===== config.mk =====
export PLATFORM = sky130hd
export DESIGN_NAME = vec_stream_mem_flat
export DESIGN_NICKNAME = d
export VERILOG_FILES = /design/src/rtl/dotp_pkg.sv /design/src/rtl/vec_stream_mem_if.sv /design/src/rtl/vec_ram_1r1w.sv /design/src/rtl/vec_stream_mem.sv /design/src/flat_wrapper.sv
export SDC_FILE = /design/constraint.sdc
export NUM_CORES = 1
export LEC_CHECK = 0
export CORE_ASPECT_RATIO = 0.7
export CORE_MARGIN = 2
export CORE_UTILIZATION = 64
export CTS_CLUSTER_SIZE = 12
export DETAILED_ROUTE_END_ITERATION = 7
export PLACE_DENSITY = 0.9
export SYNTH_ARGS = -nofsm -noshare
export SYNTH_HDL_FRONTEND = slang
export SYNTH_SLANG_ARGS = --single-unit

===== constraint.sdc =====
create_clock -name clk -period 4.18 [get_ports clk]
set_input_delay 1.045 -clock clk [delete_from_list [all_inputs] [get_ports clk]]
set_output_delay 1.045 -clock clk [all_outputs]
set_load 0.02 [all_outputs]

===== src/rtl/dotp_pkg.sv =====
// Shared definitions for the dot-product datapath: default sizes,
// the vector store state encoding and a constant-friendly clog2.
package dotp_pkg;

  localparam int DEF_DATA_WIDTH = 8;
  localparam int DEF_VEC_LEN    = 4;
  localparam int DEF_NUM_VEC    = 4;

  typedef enum logic [1:0] {
    INIT   = 2'd0,
    IDLE   = 2'd1,
    STREAM = 2'd2
  } state_e;

  // Ceiling log2, usable in parameter expressions.
  function automatic int clog2(input int value);
    int result;
    result = 0;
    for (int i = 0; i < 31; i++) begin
      if ((1 << i) < value) result = i + 1;
    end
    return result;
  endfunction

endpackage


===== src/rtl/vec_stream_mem_if.sv =====
// Bus bundle for the vector store: element write port, vector read
// request and the valid/ready element stream towards the MAC stage.
interface vec_stream_mem_if
  import dotp_pkg::*;
#(
  parameter int DATA_WIDTH = DEF_DATA_WIDTH,
  parameter int VEC_LEN    = DEF_VEC_LEN,
  parameter int NUM_VEC    = DEF_NUM_VEC
);

  localparam int DEPTH      = NUM_VEC * VEC_LEN;
  localparam int ADDR_WIDTH = clog2(DEPTH);
  localparam int VEC_WIDTH  = clog2(NUM_VEC);

  logic                  wr_en;
  logic [ADDR_WIDTH-1:0] wr_addr;
  logic [DATA_WIDTH-1:0] wr_data;
  logic                  rd_req;
  logic [VEC_WIDTH-1:0]  rd_vec;
  logic                  out_valid;
  logic                  out_ready;
  logic [DATA_WIDTH-1:0] out_data;
  logic                  out_last;
  logic                  busy;
  logic                  init_done;

  modport master (
    output wr_en, wr_addr, wr_data, rd_req, rd_vec, out_ready,
    input  out_valid, out_data, out_last, busy, init_done
  );

  modport slave (
    input  wr_en, wr_addr, wr_data, rd_req, rd_vec, out_ready,
    output out_valid, out_data, out_last, busy, init_done
  );

endinterface


===== src/rtl/vec_ram_1r1w.sv =====
// Simple dual-port synchronous RAM: one write port, one registered read
// port with read enable. Same-address read and write in one cycle returns
// the old contents. The array itself is not reset.
module vec_ram_1r1w
  import dotp_pkg::*;
#(
  parameter int DATA_WIDTH = DEF_DATA_WIDTH,
  parameter int ADDR_WIDTH = clog2(DEF_NUM_VEC * DEF_VEC_LEN)
) (
  input  logic                  clk,
  input  logic                  rst_n,
  input  logic                  wr_en,
  input  logic [ADDR_WIDTH-1:0] wr_addr,
  input  logic [DATA_WIDTH-1:0] wr_data,
  input  logic                  rd_en,
  input  logic [ADDR_WIDTH-1:0] rd_addr,
  output logic [DATA_WIDTH-1:0] rd_data
);

  localparam int DEPTH = 1 << ADDR_WIDTH;

  logic [DATA_WIDTH-1:0] mem_q [DEPTH];
  logic [DATA_WIDTH-1:0] rd_data_q;
  logic [DATA_WIDTH-1:0] rd_data_d;

  // Read data only moves when a read is issued, otherwise it holds.
  always_comb begin
    rd_data_d = rd_data_q;
    if (rd_en) rd_data_d = mem_q[rd_addr];
  end

  // Storage array; no reset so it maps onto plain RAM.
  always_ff @(posedge clk) begin
    if (wr_en) mem_q[wr_addr] <= wr_data;
  end

  // Output register, cleared by reset so the stream data starts at zero.
  always_ff @(posedge clk) begin
    if (!rst_n) rd_data_q <= '0;
    else        rd_data_q <= rd_data_d;
  end

  assign rd_data = rd_data_q;

endmodule


===== src/rtl/vec_stream_mem.sv =====
// Vector store for the dot-product datapath. Zero-fills itself after
// reset, accepts single-element writes and streams one whole vector per
// request over valid/ready with backpressure.
module vec_stream_mem
  import dotp_pkg::*;
#(
  parameter int DATA_WIDTH = DEF_DATA_WIDTH,
  parameter int VEC_LEN    = DEF_VEC_LEN,
  parameter int NUM_VEC    = DEF_NUM_VEC
) (
  input logic              clk,
  input logic              rst_n,
  vec_stream_mem_if.slave  bus
);

  localparam int DEPTH      = NUM_VEC * VEC_LEN;
  localparam int ADDR_WIDTH = clog2(DEPTH);
  localparam int VEC_WIDTH  = clog2(NUM_VEC);
  localparam int ELEM_WIDTH = clog2(VEC_LEN);
  localparam int ELEM_CNT_W = ELEM_WIDTH + 1;

  localparam logic [ADDR_WIDTH-1:0] LAST_ADDR = ADDR_WIDTH'(DEPTH - 1);
  localparam logic [ELEM_CNT_W-1:0] LAST_ELEM = ELEM_CNT_W'(VEC_LEN - 1);
  localparam logic [ELEM_CNT_W-1:0] ELEM_END  = ELEM_CNT_W'(VEC_LEN);

  state_e                state_q,     state_d;
  logic [ADDR_WIDTH-1:0] init_cnt_q,  init_cnt_d;
  logic [VEC_WIDTH-1:0]  vec_q,       vec_d;
  logic [ELEM_CNT_W-1:0] elem_q,      elem_d;
  logic                  out_valid_q, out_valid_d;
  logic                  out_last_q,  out_last_d;
  logic                  busy_q,      busy_d;
  logic                  init_done_q, init_done_d;

  logic                  ram_we;
  logic [ADDR_WIDTH-1:0] ram_waddr;
  logic [DATA_WIDTH-1:0] ram_wdata;
  logic                  ram_re;
  logic [ADDR_WIDTH-1:0] ram_raddr;
  logic [DATA_WIDTH-1:0] ram_rdata;

  // Next-state logic: init sweep, request acceptance, read issue and the
  // write mux between the zero-fill and user writes. elem_q counts the
  // next element to issue and reaching VEC_LEN means nothing remains.
  always_comb begin
    state_d     = state_q;
    init_cnt_d  = init_cnt_q;
    vec_d       = vec_q;
    elem_d      = elem_q;
    out_valid_d = out_valid_q;
    out_last_d  = out_last_q;
    busy_d      = busy_q;
    init_done_d = init_done_q;
    ram_we      = 1'b0;
    ram_waddr   = bus.wr_addr;
    ram_wdata   = bus.wr_data;
    ram_re      = 1'b0;
    ram_raddr   = {vec_q, elem_q[ELEM_WIDTH-1:0]};

    case (state_q)
      INIT: begin
        ram_we     = 1'b1;
        ram_waddr  = init_cnt_q;
        ram_wdata  = '0;
        init_cnt_d = init_cnt_q + ADDR_WIDTH'(1);
        if (init_cnt_q == LAST_ADDR) begin
          state_d     = IDLE;
          init_done_d = 1'b1;
          busy_d      = 1'b0;
        end
      end
      IDLE: begin
        ram_we = bus.wr_en;
        if (bus.rd_req) begin
          vec_d       = bus.rd_vec;
          ram_re      = 1'b1;
          ram_raddr   = {bus.rd_vec, {ELEM_WIDTH{1'b0}}};
          elem_d      = ELEM_CNT_W'(1);
          out_valid_d = 1'b1;
          out_last_d  = 1'b0;
          busy_d      = 1'b1;
          state_d     = STREAM;
        end
      end
      STREAM: begin
        ram_we = bus.wr_en;
        if (out_valid_q && bus.out_ready && out_last_q) begin
          state_d     = IDLE;
          out_valid_d = 1'b0;
          out_last_d  = 1'b0;
          busy_d      = 1'b0;
        end else if ((!out_valid_q || bus.out_ready) && (elem_q < ELEM_END)) begin
          ram_re      = 1'b1;
          out_valid_d = 1'b1;
          out_last_d  = (elem_q == LAST_ELEM);
          elem_d      = elem_q + ELEM_CNT_W'(1);
        end
      end
      default: begin
        state_d = INIT;
      end
    endcase
  end

  // State and output registers; reset restarts the zero-fill and drops
  // any stream in flight.
  always_ff @(posedge clk) begin
    if (!rst_n) begin
      state_q     <= INIT;
      init_cnt_q  <= '0;
      vec_q       <= '0;
      elem_q      <= '0;
      out_valid_q <= 1'b0;
      out_last_q  <= 1'b0;
      busy_q      <= 1'b1;
      init_done_q <= 1'b0;
    end else begin
      state_q     <= state_d;
      init_cnt_q  <= init_cnt_d;
      vec_q       <= vec_d;
      elem_q      <= elem_d;
      out_valid_q <= out_valid_d;
      out_last_q  <= out_last_d;
      busy_q      <= busy_d;
      init_done_q <= init_done_d;
    end
  end

  vec_ram_1r1w #(
    .DATA_WIDTH (DATA_WIDTH),
    .ADDR_WIDTH (ADDR_WIDTH)
  ) u_ram (
    .clk     (clk),
    .rst_n   (rst_n),
    .wr_en   (ram_we),
    .wr_addr (ram_waddr),
    .wr_data (ram_wdata),
    .rd_en   (ram_re),
    .rd_addr (ram_raddr),
    .rd_data (ram_rdata)
  );

  assign bus.out_valid = out_valid_q;
  assign bus.out_last  = out_last_q;
  assign bus.out_data  = ram_rdata;
  assign bus.busy      = busy_q;
  assign bus.init_done = init_done_q;

endmodule


===== src/flat_wrapper.sv =====
// flat-port wrapper written by rule: the top's interface ports become plain ports
module vec_stream_mem_flat import dotp_pkg::*;
#(
  parameter int DATA_WIDTH = DEF_DATA_WIDTH,
  parameter int VEC_LEN    = DEF_VEC_LEN,
  parameter int NUM_VEC    = DEF_NUM_VEC
)
  (clk, rst_n, bus_wr_en, bus_wr_addr, bus_wr_data, bus_rd_req, bus_rd_vec, bus_out_ready, bus_out_valid, bus_out_data, bus_out_last, bus_busy, bus_init_done);
  vec_stream_mem_if #(.DATA_WIDTH(DATA_WIDTH), .VEC_LEN(VEC_LEN), .NUM_VEC(NUM_VEC)) bus_i ();
  input logic clk;
  input logic rst_n;
  input wire logic [$bits(bus_i.wr_en)-1:0] bus_wr_en;
  input wire logic [$bits(bus_i.wr_addr)-1:0] bus_wr_addr;
  input wire logic [$bits(bus_i.wr_data)-1:0] bus_wr_data;
  input wire logic [$bits(bus_i.rd_req)-1:0] bus_rd_req;
  input wire logic [$bits(bus_i.rd_vec)-1:0] bus_rd_vec;
  input wire logic [$bits(bus_i.out_ready)-1:0] bus_out_ready;
  output wire logic [$bits(bus_i.out_valid)-1:0] bus_out_valid;
  output wire logic [$bits(bus_i.out_data)-1:0] bus_out_data;
  output wire logic [$bits(bus_i.out_last)-1:0] bus_out_last;
  output wire logic [$bits(bus_i.busy)-1:0] bus_busy;
  output wire logic [$bits(bus_i.init_done)-1:0] bus_init_done;
  assign bus_i.wr_en = bus_wr_en;
  assign bus_i.wr_addr = bus_wr_addr;
  assign bus_i.wr_data = bus_wr_data;
  assign bus_i.rd_req = bus_rd_req;
  assign bus_i.rd_vec = bus_rd_vec;
  assign bus_i.out_ready = bus_out_ready;
  assign bus_out_valid = bus_i.out_valid;
  assign bus_out_data = bus_i.out_data;
  assign bus_out_last = bus_i.out_last;
  assign bus_busy = bus_i.busy;
  assign bus_init_done = bus_i.init_done;
  vec_stream_mem #(.DATA_WIDTH(DATA_WIDTH), .VEC_LEN(VEC_LEN), .NUM_VEC(NUM_VEC)) u_core (.clk(clk), .rst_n(rst_n), .bus(bus_i));
endmodule

## Word-level counts from Yosys, hierarchy flattened

Memory sizes are Yosys's and may differ from the RTL's. A register that Yosys moved wholly into a read port is not among the register bits.
Cells that the tools add are included.
Widths: inputs -> output; s select.

| cells by class | value |
|---|---|
| $add $sub $neg | 2 |
| order comparisons | 1 |
| equal/unequal tests | 10 |
| muxes and demuxes | 30 |
| reduce and logical (&&, ||, !) cells | 16 |

Operator list:

| cell | number |
|---|---|
| $mux 1 | 13 |
| $mux 4 | 3 |
| $mux 3 | 3 |
| $mux 8 | 1 |
| $pmux 1 s2 | 4 |
| $reduce_and 4->1 | 2 |
| $mux 2 | 3 |
| $ne 2x1->1 const B | 3 |
| $pmux 2 s3 | 1 |
| $pmux 3 s2 | 1 |
| $reduce_and 3->1 | 2 |
| $add 4x1->4 const B | 1 |
| $eq 4x4->1 const B | 1 |
| $ne 2x2->1 const B | 2 |
| $reduce_and 2->1 | 2 |
| $add 3x1->3 const B | 1 |
| $eq 3x2->1 const B | 1 |
| $logic_and 1x1->1 | 3 |
| $lt 3x3->1 const B | 1 |
| $ne 3x1->1 const B | 1 |
| $pmux 1 s3 | 1 |
| $reduce_bool 3->1 | 1 |
| $eq 2x1->1 const B | 1 |
| $eq 2x2->1 const B | 1 |
| 5 further kinds | 6 |

| storage, ports and cells | value |
|---|---|
| bits in registers | 15 |
| memory bits (writable) | 128 |
| input port bits | 19 |
| output and inout port bits | 12 |
| logic and storage cells | 68 |
| memories | 1 |

Memories:

| name | words | width | read ports | clocked after Yosys merged registers in | wr ports | RTL line | text |
|---|---|---|---|---|---|---|---|
| u_core.u_ram.mem_q | 16 | 8 | 1 | 1 | 1 | vec_ram_1r1w.sv:22 | `logic [DATA_WIDTH-1:0] mem_q [DEPTH];` |

## Longest topological paths before layout

| logic depth | value |
|---|---|
| word-level depth | 6 |
| gate-level depth with buffers | 9 |
| mapped depth without buffers | 7 |

## Hierarchy

A second synthesis with hierarchy kept.

| unflattened totals | value |
|---|---|
| cells, all modules | 417 |
| area, all modules | 6239.7 µm² |

Modules (own cells, without submodules):

| module | times used | cells an instance | area an instance (µm²) | seq. area each (µm²) |
|---|---|---|---|---|
| vec_ram_1r1w | 1 | 318 | 5351.4 | 4003.8 |
| vec_stream_mem | 1 | 99 | 888.4 | 300.3 |

## Worst setup path before layout

Ideal clock, no wire load.

| timing | value |
|---|---|
| path type | in2reg |
| from | input bus_rd_req |
| to | register u_core.u_ram.rd_data_q[2], in the netlist u_core.u_ram.rd_data[2] (read register of u_core.u_ram.mem_q) |
| data arrival time | 2.253 ns |
| data required time | 4.061 ns |
| setup slack | 1.809 ns |
| stages | 7 |
| path buffers | 2 |
| path through | buf_2 and2_1 buf_2 and3_1 a31oi_2 o22ai_1 o221a_1 |

| between the ends | value |
|---|---|
| word-level cells in the longest chain between the ends | 2 |
| elaborated cells between the ends (all ways) | 4 |

RTL lines:

| element | RTL line | text |
|---|---|---|
| start: declaration | flat_wrapper.sv:15 | `input wire logic [$bits(bus_i.rd_req)-1:0] bus_rd_req;` |
| $mux 1 or $mux 4 (tied branches) | vec_stream_mem.sv:74 | `if (bus.rd_req) begin` |
| $pmux 1 s2 or $mux 4 (tied branches) | vec_stream_mem.sv:60 | `case (state_q)` |
| end: declaration | vec_ram_1r1w.sv:23 | `logic [DATA_WIDTH-1:0] rd_data_q;` |

Several ways; a longest one is shown, not always the timed one.
A chain may end at the register's enable or synchronous reset.

## Worst setup path after layout

| timing | value |
|---|---|
| from | input bus_rd_req |
| to | register u_core.u_ram.rd_data_q[7], in the netlist u_core.u_ram.rd_data[7] (read register of u_core.u_ram.mem_q) |

Same word-level chain as after synthesis.

==> flow_summary.ini <==
[setup_path]
critPathCaptureType = flop
critPathLaunchType = primary input
arrival_ns = 3.38
r2r_start = u_core.state_q[0]
timing_worst_setup_path_type = primary input to flop
cp_slowest_cell = clkdlybuf4s50_1
crit_required_ns = 4.49
cp_cell_sequence = clkdlybuf4s50_1, a21oi_1, and2_1, buf_4, a222oi_1, o22ai_1, o221a_1
path_max_fanout = 13
critPathMaxStageDelay_ns = 0.69
cp-startpoint = bus_rd_req

[layout]
nets = 495
antenna_cells = 0
drive_gt1_share_pct = 16.0
area_delta_synth_final_pct = 15.4
num-fill-cells = 580
layout_commonest_cell = edfxtp_1
most-common-layout-cells = edfxtp_1, nor2_1, mux2_2
fin_util_pct = 75.3
multiInputGateArea_um2 = 1830
regArea_um2 = 4300

[clock_tree]
cts.root.buffer_cell = clkbuf_16
clkTransAtPathRegs_ns = 0.06
cts_resized = 0
numCtsBuffers = 17
ctsHoldBuffers = 0
tritoncts = done
post_cts.repair.setup_buffers = 0
cts-htree-levels = 4
worstSkewPairLatency_ns = 0.42
cts.sinks = 151
clockBufferDepth = 2

[outcome]
status = finished clean

[synth]
yosys_most_used_dff = edfxtp_1
syn-cell-area_um2 = 6270
postSynth.asyncResetShare_pct = 0
ys_warn_count = 0
seq_area_frac_synth_pct = 68.7
synth_seq_cells = 151
postSynthCellCount = 435
synth_area_per_cell_um2 = 14.4
synth_edf_count = 128
synth_nets = 463
synthDistinctLibCells = 49

[sta]
worst_pin_slew_ns = 1.29
hold_viol = 0
fin_setup_tns_ns = 0
max_freq_ghz = 0.325
finClkSkew_ns = 0.00760
min_period_ns = 3.08
finalMaxSlewViolations = 0
fin_crit_sh_pct = 73.6
setup_viol = 0
relSlewSlack_pct = 13.9
rsz0062_at_grt = no

[detailed_routing]
via_count = 4156
firstDrtPassIters = 7
ant_nets = 0
wl_um = 14900
remaining_drc_errors = 0
drt-initial-drc-count = 733
wl_per_cell_um = 24.5
via_per_inst = 6.84

[power_and_ir_drop]
peakVddDrop_mv = 0.377
powerDensity_nw_per_um2 = 491
p_leak_uw = 0.00244

[floorplan]
coreArea_um2 = 9610
pin_count = 31
rows = 30
initial_utilization_pct = 65.2
die_y_um = 86.8
die_w_um = 122
dieArea_um2 = 10600

[grt]
grt_pass1_wl_um = 22800
overflow = 0
antenna_found_initial = 0
grt_max_degree = 40
grt_usage_pct = 30.3
grt_pass1_vias = 3935

[worst_hold_path]
hp-start = u_core.bus.init_done
hold_path.class = flop to flop

[run]
cap_violations = 0

[place]
dp.final_hpwl_um = 9360
gp_congestion = 0.920
place.port_buffers = 30
-- logic make-up after synthesis --
logic type	Yosys count	synth area share, %
buffers and inverters	33	2.32
multiplexers	39	6.89
adder cells (fa/ha/maj)	9	1.80
flip-flops	151	68.7
AO/OA/AOI/OAI	98	12.2
AND/OR/NAND/NOR	102	7.71
XOR/XNOR	3	0.419
-- cell usage after synthesis, types with 2 or more instances --
library cell	count	area (um2)
edfxtp_1	128	3840
nor2_1	43	161
mux2_2	33	372
dfxtp_1	23	460
a222oi_1	21	210
nand2_1	20	75.1
a21oi_1	14	70.1
a22oi_1	11	82.6
buf_2	11	55.1
clkbuf_1	11	41.3
nor2b_1	11	68.8
inv_1	10	37.5
ha_1	9	113
o21ai_0	8	40.0
a31oi_1	7	43.8
nand3_1	7	35.0
or2_2	7	43.8
mux2i_1	6	60.1
a211oi_1	5	37.5
and3_1	4	25.0
o22a_1	4	35.0
a32oi_1	3	26.3
o2111ai_1	3	26.3
o221a_1	3	33.8
o22ai_1	3	18.8
a21boi_0	2	15.0
and2_1	2	12.5
and4b_1	2	20.0
nand2b_1	2	12.5
o211ai_1	2	15.0
xnor2_1	2	17.5
-- state kept, by name, indices dropped and copies added (netlist names) --
name and count:
u_core.state_q 2, u_core.bus.out_last 1, u_core.init_cnt_q 4, u_core.bus.out_valid 1, u_core.u_ram.rd_data 8, u_core.vec_q 2, u_core.bus.busy 1, u_core.elem_q 3
u_core.bus.init_done 1, u_core.u_ram.mem_q 128
-- worst paths after layout --
path / end / slack, ns / cells past startpoint
min: u_core.bus.init_done / 0.48 / 2
max reg2reg: u_core.u_ram.mem_q[15][2] / 1.13 / 4
max: u_core.u_ram.rd_data[7] / 1.10 / 7
min reg2reg: u_core.bus.init_done / 0.48 / 2
-- cell type report --
| type | instances | share of cell area, % |
|---|---|---|
| flip-flops and latches | 151 | 59.5 |
| inverters | 10 | 0.519 |
| well taps | 128 | 2.21 |
| repair buffers | 36 | 4.78 |
| clock inverters | 10 | 1.44 |
| clock buffers | 22 | 6.28 |
| multi-input cells | 251 | 25.3 |
-- metrics by stage --
step,hold WS [ns],setup WS [ns],instances,area (um2),power [uW]
floorplan,0.462,1.81,435,6270,1990
global placement,0.456,0.947,576,6670,2090
detailed placement,0.474,0.820,576,6670,2110
CTS,0.487,1.17,608,7230,3550
global route,0.515,0.921,608,7230,3650
finish,0.480,1.10,608,7230,3550
-- critical path, delay by kind of cell --
| family | cells | cell delay (ns) |
|---|---|---|
| compound gates | 4 | 1.01 |
| buf+inv | 2 | 0.96 |
| simple gates | 1 | 0.35 |
-- where the power goes --
group	total [uW]	internal (uW)	switching (uW)	leakage, uW
clock network	1460	886	576	0.000273
registers	1770	1740	34.7	0.00139
logic	320	108	211	0.000782
total	3550	2730	823	0.00244
-- metal layers --
metal | GRT usage (%) | part of all wire, %
met5 | 0 | 0
met4 | 11.7 | 2.2
met3 | 7.24 | 13
met2 | 44.5 | 46
met1 | 44.4 | 39
No activity file was read; power rests on OpenSTA's default activity.
==> RTL edit (config.mk and constraints unchanged) <==
`DEF_VEC_LEN`: 4 -> 8.
--- a/src/rtl/dotp_pkg.sv
+++ b/src/rtl/dotp_pkg.sv
@@ -3,7 +3,7 @@
 package dotp_pkg;
 
   localparam int DEF_DATA_WIDTH = 8;
-  localparam int DEF_VEC_LEN    = 4;
+  localparam int DEF_VEC_LEN    = 8;
   localparam int DEF_NUM_VEC    = 4;
 
   typedef enum logic [1:0] {
Ports: changed (resized bus_wr_addr); port bits go from 31 to 32. No check against the original RTL was run, so the function may have changed too.
==> RTL edit against the unedited design <==
First-iteration DRC count grew 110%; area after synthesis increased by 92%; register-to-register slack got worse by 0.11 ns; final area up 84%; power grew 52%; count of clock-buffer cells in the layout increased by 27; routed wire length grew 110%; sequential cell count up 130; worst setup slack worse by 0.22 ns; critical path depth up 1; critical endpoint is now u_core.u_ram.rd_data[4]$_SDFFE_PN0P_; largest power group unchanged; highest routed layer unchanged.
==> RTL edit: results (changes against the unedited design) <==
The flow ran to the end, and the final reports show no timing, DRC or antenna violations. The post-layout net count is 913 (was 495), and the number of buffers added by the clock tree synthesis step is 27 (was 17). Insertion delay to the later sink of the worst-skew pair: 0.54 ns (was 0.42 ns).

The final setup skew is 0.0131 ns (was 0.00760 ns), and the global router's overall resource usage is 31.0% (was 30.3%). DRC marker count from the first detailed-route iteration: 1571 (was 733). The run gives 1092 (was 576) as the number of placed instances with taps included. The largest stage delay on the critical path came out at 0.61 ns (was 0.69 ns). The net count after synthesis is 880 (was 463), and the maximum net fanout on the critical path is 18 (was 13). The logs give 4.29 nW (was 2.44 nW) for the cell leakage power and 1.09 mW (was 823 uW) for the switching power summed over all nets.

The required time of the critical path is 4.60 ns (was 4.49 ns), and the fraction of layout instances using a drive strength above 1 is 11.8% (was 16.0%). Detailed-route wire length per cell: 27.0 microns (was 24.5 microns). The number of cells on the worst reg-to-reg path was 5 (was 4). The maximum vdd drop was 390 uV (was 377 uV).

The number of flops mapped to enable cells by yosys works out to 256 (was 128). The run gives 1 (was 4) as the number of levels the H-tree was split into. The count of input and output buffers came out at 31 (was 30). The number of distinct standard cells referenced by the synthesized netlist is 69 (was 49), and the maximum buffer depth of the clock tree is 3 (was 2). Dominant cells by area after synthesis: sky130_fd_sc_hd__edfxtp_1 64%, sky130_fd_sc_hd__dfxtp_1 4.2%, sky130_fd_sc_hd__mux2i_1 3.9%, sky130_fd_sc_hd__a21oi_1 2.7%, sky130_fd_sc_hd__nor2_1 2.7% (was sky130_fd_sc_hd__edfxtp_1 61%, sky130_fd_sc_hd__dfxtp_1 7.3%, sky130_fd_sc_hd__mux2_2 5.9%, sky130_fd_sc_hd__a222oi_1 3.4%, sky130_fd_sc_hd__nor2_1 2.6%).

For the HPWL after detailed placement, the log shows 19200 microns (was 9360 microns). The global placement routability congestion is 1.02 (was 0.920), and the post-synthesis sequential area ratio is 68.1% (was 68.7%). The mean instance size in the synthesized netlist was 14.1 sq um (was 14.4 sq um); the via count was 7931 (was 4156). The wire length of the first global-routing pass was 45800 microns (was 22800 microns).
-- RTL edit: kinds of logic (layout without fill, tap and decap cells) --
logic type,Yosys count,count (layout),synth area share (%)
DFF,281,281,68.1
AOI/OAI and AO/OA,213,213,12.2
and+or+nand+nor,206,206,7.76
muxes,77,77,7.75
buffers and inverters,64,117,3.14
adders and majority gates,8,8,0.832
xor gates and xnor gates,3,3,0.219
-- RTL edit: metal layers --
metal / track usage, % / up-vias / routed length (microns)
met2: 45.2 / 659 / 13400
met1: 45.1 / 3766 / 11600
li1: - / 3366 / -
met3: 8.54 / 140 / 4450
met4: 11.8 / 0 / 1400
met5: 0 / - / 0
-- RTL edit: cell type report --
| cell class | count | area, sq um |
|---|---|---|
| inverters | 12 | 45.0 |
| well taps | 236 | 295 |
| repair buffers | 56 | 510 |
| multi-input cells | 507 | 3480 |
| fillers | 1156 | 4920 |
| flip-flops and latches | 281 | 8190 |
| clock buffers | 49 | 768 |
-- RTL edit: through the flow --
stage / setup slack [ns] / utilization (%) / total power [mW] / area [sq um] / hold WS (ns)
final: 0.881 / 73.0 / 5.41 / 13300 / 0.476
after global routing: 0.819 / 73.0 / 5.53 / 13300 / 0.509
after CTS: 0.994 / 73.0 / 5.40 / 13300 / 0.481
after detailed placement: 0.499 / 68.8 / 3.24 / 12500 / 0.466
after global placement: 0.553 / 68.8 / 3.24 / 12500 / 0.455
after floorplan: 1.86 / - / 3.18 / 12000 / 0.516
-- RTL edit: power by group through the flow --
stage / registers (mW) / logic (mW) / clock network (mW)
floorplan: 3.12 / 0.0596 / 0
global placement: 3.12 / 0.111 / 0
detailed placement: 3.12 / 0.115 / 0
CTS: 3.07 / 0.117 / 2.22
global route: 3.07 / 0.127 / 2.33
finish: 3.07 / 0.121 / 2.22
-- RTL edit: final timing paths --
kind / start / endpoint / slack, ns
max reg2reg: u_core.state_q[1]$_SDFFE_PN0P_ / u_core.u_ram.mem_q[17][2]$_DFFE_PP_ / 1.02
min: u_core.bus.busy$_SDFFE_PN1P_ / u_core.bus.busy$_SDFFE_PN1P_ / 0.48
max: bus_rd_req / u_core.u_ram.rd_data[4]$_SDFFE_PN0P_ / 0.88
min reg2reg: u_core.bus.busy$_SDFFE_PN1P_ / u_core.bus.busy$_SDFFE_PN1P_ / 0.48
-- RTL edit: worst max-delay path: cells and delay by family --
kind | cells | cell delay, ns
buffers and inverters | 2 | 0.89
multiplexers | 1 | 0.49
AO/OA/AOI/OAI | 3 | 0.55
AND/OR/NAND/NOR | 2 | 0.74
